### config.mk
export PLATFORM = sky130hd
export DESIGN_NAME = key_lock_table
export DESIGN_NICKNAME = d
export VERILOG_FILES = /design/src/rtl/lock_pkg.sv /design/src/rtl/lock_free_finder.sv /design/src/rtl/key_lock_table.sv
export SDC_FILE = /design/constraint.sdc
export NUM_CORES = 1
export LEC_CHECK = 0
export CAP_MARGIN = 5
export CORE_MARGIN = 2
export CORE_UTILIZATION = 51
export DETAILED_ROUTE_END_ITERATION = 8
export GPL_ROUTABILITY_DRIVEN = 0
export GPL_TIMING_DRIVEN = 0
export PLACE_DENSITY = 0.76
export SETUP_SLACK_MARGIN = 0.3
export SYNTH_ARGS = -nofsm -noshare
export SYNTH_HDL_FRONTEND = slang
export SYNTH_SLANG_ARGS = --single-unit
### constraint.sdc
create_clock -name clk -period 2.7 [get_ports clk]
set_input_delay 0.81 -clock clk [delete_from_list [all_inputs] [get_ports clk]]
set_output_delay 0.81 -clock clk [all_outputs]
set_load 0.1 [all_outputs]
### src/rtl/lock_pkg.sv
// lock_pkg: shared constants and enums for the locked-key table and its snoopers.
// Rev 1.0
`default_nettype none

package lock_pkg;

   // Free slots hold this key so snoopers can compare without valid qualification.
   localparam logic [31:0] INVALID_KEY = 32'hFFFF_FFFF;

   typedef enum logic [1:0] {
      ERR_NONE    = 2'd0,
      ERR_DUP     = 2'd1,
      ERR_FULL    = 2'd2,
      ERR_ILLEGAL = 2'd3
   } lock_err_e;

   typedef enum logic [1:0] {
      ST_IDLE   = 2'd0,
      ST_SEARCH = 2'd1,
      ST_RESP   = 2'd2
   } lock_state_e;

endpackage

`default_nettype wire

### src/rtl/lock_free_finder.sv
// lock_free_finder: lowest-index clear bit of the slot-valid vector.
// Rev 1.0
`default_nettype none

module lock_free_finder #(
   parameter int N = 4,
   parameter int W = $clog2(N)
) (
   input  logic [N-1:0] valid,
   output logic         found,
   output logic [W-1:0] idx
);

   // Scan from the top so the last hit written is the lowest free index.
   always_comb begin
      found = 1'b0;
      idx   = '0;
      for (int i = N - 1; i >= 0; i--) begin
         if (!valid[i]) begin
            found = 1'b1;
            idx   = W'(i);
         end
      end
   end

endmodule

`default_nettype wire

### src/rtl/key_lock_table.sv
// key_lock_table: allocates/frees slots of the locked-key table over a ready/valid lock port.
// Rev 1.0
`default_nettype none

module key_lock_table
   import lock_pkg::*;
#(
   parameter int MAX_LOCK_KEYS = 4,
   localparam int SLOT_W = $clog2(MAX_LOCK_KEYS),
   localparam int CNT_W  = $clog2(MAX_LOCK_KEYS + 1)
) (
   input  logic                        clk,
   input  logic                        reset,
   input  logic                        lock_req,
   input  logic [31:0]                 lock_key,
   output logic                        lock_ready,
   output logic                        lock_done,
   output logic                        lock_ok,
   output logic [1:0]                  lock_err,
   output logic [SLOT_W-1:0]           lock_slot,
   input  logic                        unlock_req,
   input  logic [SLOT_W-1:0]           unlock_slot,
   output logic [32*MAX_LOCK_KEYS-1:0] locked_key,
   output logic [MAX_LOCK_KEYS-1:0]    locked_valid,
   output logic [CNT_W-1:0]            lock_count,
   output logic                        full
);

   lock_state_e              state;
   logic [31:0]              key_q;
   logic                     free_found;
   logic [SLOT_W-1:0]        free_idx;
   logic                     dup;
   logic                     grant;
   logic                     do_grant;
   lock_err_e                err_d;
   logic [MAX_LOCK_KEYS-1:0] unlock_hit;
   logic                     unlock_eff;
   logic [CNT_W-1:0]         count_next;

   lock_free_finder #(
      .N (MAX_LOCK_KEYS),
      .W (SLOT_W)
   ) u_free_finder (
      .valid (locked_valid),
      .found (free_found),
      .idx   (free_idx)
   );

   always_comb begin
      dup        = 1'b0;
      unlock_hit = '0;
      for (int i = 0; i < MAX_LOCK_KEYS; i++) begin
         if (locked_valid[i] && locked_key[i*32 +: 32] == key_q)
            dup = 1'b1;
         // Out-of-range and free-slot unlocks match no bit and fall away here.
         unlock_hit[i] = unlock_req && (unlock_slot == SLOT_W'(i)) && locked_valid[i];
      end
      unlock_eff = |unlock_hit;
   end

   always_comb begin
      err_d = ERR_NONE;
      grant = 1'b0;
      if (key_q == INVALID_KEY)
         err_d = ERR_ILLEGAL;
      else if (dup)
         err_d = ERR_DUP;
      else if (!free_found)
         err_d = ERR_FULL;
      else
         grant = 1'b1;
   end

   assign do_grant = (state == ST_SEARCH) && grant;

   always_comb begin
      count_next = lock_count;
      if (do_grant && !unlock_eff)
         count_next = lock_count + CNT_W'(1);
      else if (!do_grant && unlock_eff)
         count_next = lock_count - CNT_W'(1);
   end

   always_ff @(posedge clk) begin
      if (reset) begin
         state        <= ST_IDLE;
         key_q        <= INVALID_KEY;
         locked_key   <= {MAX_LOCK_KEYS{INVALID_KEY}};
         locked_valid <= '0;
         lock_count   <= '0;
         full         <= 1'b0;
         lock_ready   <= 1'b1;
         lock_done    <= 1'b0;
         lock_ok      <= 1'b0;
         lock_err     <= ERR_NONE;
         lock_slot    <= '0;
      end else begin
         // A grant only targets a free slot and an unlock only a valid one.
         for (int i = 0; i < MAX_LOCK_KEYS; i++) begin
            if (unlock_hit[i]) begin
               locked_valid[i]        <= 1'b0;
               locked_key[i*32 +: 32] <= INVALID_KEY;
            end else if (do_grant && free_idx == SLOT_W'(i)) begin
               locked_valid[i]        <= 1'b1;
               locked_key[i*32 +: 32] <= key_q;
            end
         end
         lock_count <= count_next;
         full       <= (count_next == CNT_W'(MAX_LOCK_KEYS));

         case (state)
            ST_IDLE: begin
               if (lock_req && lock_ready) begin
                  key_q      <= lock_key;
                  lock_ready <= 1'b0;
                  state      <= ST_SEARCH;
               end
            end
            ST_SEARCH: begin
               lock_done <= 1'b1;
               lock_ok   <= grant;
               lock_err  <= err_d;
               lock_slot <= grant ? free_idx : '0;
               state     <= ST_RESP;
            end
            ST_RESP: begin
               lock_done  <= 1'b0;
               lock_ok    <= 1'b0;
               lock_err   <= ERR_NONE;
               lock_slot  <= '0;
               lock_ready <= 1'b1;
               state      <= ST_IDLE;
            end
            default: begin
               lock_ready <= 1'b1;
               state      <= ST_IDLE;
            end
         endcase
      end
   end

endmodule

`default_nettype wire
==> impl_results.md <==
* Slew Limit Fails at 0
* Post-Syn Nets at around 900
* Hold Fails Final Rpt at 0
* Setup ws final at -0.4845 ns
* Critical path endpoint: locked_key[50]
* RSZ-0062 raised after global routing: yes
* Area Growth Syn to Fin at 69.42%
* Initial antenna violation count at 0
* Via count at around 8.8k
* Post-synthesis simple-gate area fraction at 0.1887
* Placed Cells at around 1.3k
* Compound-gate portion of the synthesized area at 0.02380
* Worst path arrival time at around 3.5 ns
* # setup viols final at around 130
* Share of layout cells above drive strength 1 at 0.4858
* Mapped cell area at around 8400 um2
* Antenna diodes at 0
* Grt total ovfl at 0
* Die ar. at roughly 17,000 um2
* Syn Inst Count at 878
* Non-filler instance count after layout at roughly 1.4k
* Most frequent cells in the layout: nand2_1 (202), clkdlybuf4s15_2 (142), dfxtp_4 (132)
* Post-DP Area at 10,950 um2
* Worst slew margin at 0.3112
* Core area at approximately 16,000 um2
* First-pass GRT wire length at 43,820 um
* Final period util at 1.179
* Fill cells at 632
* Clock-pin slew on the worst setup and hold paths at 0.07 ns
* Worst setup SP type: register
* Hold WS at roughly 0.5 ns
* Fraction of synthesized area in multiplexers at 0.1559
* Via density per instance at around 6.2
* Post-route clock skew at 0.01690 ns
* Pre-CTS setup slack at -0.4060 ns
* Outcome: finished, violations left
* Core Util, Final at 0.8885
* Die H at between 100 and 150 um
* Least-Margin Pin Slew at 1.020 ns
* # nets final at between 1k and 1.5k
* Synth Area in XOR/XNOR at 0.1369
* Ys Warns at 0
* Worst r2r dst: locked_key[50]
* Power per cell area at roughly 570 nW/um2
* Crit path kind: reg2reg
* WP data required at ~3.0 ns
* Final TNS setup at -35.74 ns
* Vias in the first global route at between 7k and 8k
* Crit path max fanout at 10
* Area of the multi-input gates at around 5000 um2
* H-tree depth at 4
* TritonCTS clock tree: yes
* Clk_lat worst skew at about 0.46 ns
* Hold-fix buffers, CTS at 0
* Max Clock Freq at approximately 310 MHz
* Top Ports at 181
* Tot Pwr at 8.118 mW
* Worst reg2reg path depth at 12
* Failing checks: setup timing
* Reg-to-reg startpoint: key_q[6]
* Initial drt markers at around 1.2k
* Largest net degree at the start of global routing at 17
* Reg-to-reg setup timing slack at -0.48 ns
* Worst setup startpoint: key_q[6]
* Max_cap viols at 0
* Synth Area in Adders at 0.008979
* DR pass1 iterations at 6
* Leak pwr at roughly 5.7 nW
* TritonCTS Sinks at around 180
* Per-cell routed wire length at 28.29 um
* Routed WL at around 40,000 um
* Seq. cell area at 4069 um2
* Global Route Usage Sum at 0.3318
* Seq cells post-synth at 177
* Most common cell after layout, fill and taps aside: nand2_1
* Dpl hpwl at 19,580 um
* Antenna-violating nets left at 0
* CTS buffer count at 17
* Die Width at about 130 um
* Final instance area at 14,160 um2
* Hold crit path type: reg2reg
* CTS max path bufs at 2
* Post-synthesis sequential area ratio at 0.4238
* Worst Setup End Kind: register
* Num rows at 46
* Main combinational cell family by area after synthesis: simple AND/OR/NAND/NOR gates
* Root Driver: clkbuf_16
* Maximum vdd drop at between 0.0005 and 0.0006 V
* # DRC at 0
* Synth cell types at 45
* I/O Buffers at 180
* Min Tclk post-route at around 3.2 ns
* Mean area per synthesized cell at approximately 9.5 um2
* Initial core utilization at 0.5244
==> cells in the mapped netlist (all sizes together) <==
cell / number / area, um2
dfxtp: 177 / 3543
o2111ai: 1 / 8.760
a211oi: 2 / 15.01
nor4b: 1 / 8.760
nor4: 32 / 230.2
nand3: 10 / 55.05
a21oi: 8 / 40.04
nand2b: 2 / 12.51
inv: 9 / 33.78
buf: 47 / 385.4
and2: 2 / 12.52
a31oi: 2 / 12.51
ha: 6 / 75.07
a21boi: 2 / 15.01
a22oi: 3 / 22.52
a211o: 1 / 8.760
or3: 2 / 12.51
a41oi: 2 / 17.52
clkbuf: 26 / 97.59
o21ai: 3 / 15.01
nand4: 13 / 81.33
nand3b: 32 / 240.2
o21a: 2 / 15.01
xor2: 121 / 1075
o211a: 2 / 20.02
a32oi: 1 / 8.760
xnor2: 8 / 70.07
nor2: 11 / 41.29
or4: 2 / 18.77
nand2: 203 / 762.0
mux2i: 128 / 1281
mux4: 1 / 22.52
nor3: 10 / 50.05
or4b: 3 / 33.78
nor2b: 2 / 12.51
and3: 1 / 6.260
==> worst min path at each step <==
stage | start | slack, ns | cells after the start | to
2_1_floorplan | state[1] | 0.46 | 2 | state[1]
3_3_place_gp | lock_err[0] | 0.46 | 2 | lock_err[0]
3_5_place_dp | lock_err[0] | 0.46 | 2 | lock_err[0]
4_1_cts | lock_err[0] | 0.47 | 2 | lock_err[0]
5_1_grt | locked_key[4] | 0.51 | 2 | locked_key[4]
6_report | locked_key[4] | 0.50 | 2 | locked_key[4]
==> flip-flops by register name, indices dropped and copies added (netlist names) <==
register,cells
locked_valid,4
full,1
key_q,32
lock_count,3
lock_done,1
lock_ok,1
lock_err,2
locked_key,128
lock_slot,2
lock_ready,1
state,2
==> worst max-delay path, stage by stage, from the launching register on <==
cell	delay (ns)
dfxtp_2	0.35
buf_8	0.16
buf_4	0.16
xor2_1	0.30
nor4_1	0.09
nand3_1	0.11
nor3_2	0.06
or4_4	0.53
or4b_1	0.55
buf_6	0.19
buf_12	0.16
mux2i_1	0.24
nand2_1	0.11
==> layout make-up <==
cell class / count / area share
Sequential cell: 177 / 0.2873
Buffer: 73 / 0.05936
Clock inverter: 12 / 0.008568
Clock buffer: 20 / 0.03224
Inverter: 9 / 0.002385
Multi-Input combinational cell: 619 / 0.3629
Tap cell: 216 / 0.01908
Timing Repair Buffer: 290 / 0.2282
==> cells by family (layout without fill, tap and decap cells) <==
family	Yosys count	after routing
XOR/XNOR	129	129
AND/OR/NAND/NOR	326	326
buffers and inverters	82	404
multiplexers	129	129
AO/OA/AOI/OAI	29	29
flip-flops	177	177
adder cells (fa/ha/maj)	6	6
==> per-layer routing <==
| layer | wire length, um | GRT usage | vias up |
|---|---|---|---|
| met3 | 4827 | 0.06344 | 296 |
| met5 | 0 | 0 | - |
| li1 | - | - | 3529 |
| met2 | 17800 | 0.5466 | 819 |
| met4 | 3469 | 0.1244 | 0 |
| met1 | 13960 | 0.4335 | 4187 |
==> power by group <==
group	internal (mW)	switching, mW	total [mW]
clock network	1.34	1.21	2.56
logic	1.13	1.66	2.79
registers	2.64	0.128	2.77
==> repair_timing <==
action / CTS / global route
cloned: 6 / 16
buffers inserted: 38 / 50
pin swaps: 17 / 35
resized for setup: 545 / 135
setup endpoints to repair: 284 / 142
Power figures use the tool's default switching activity.
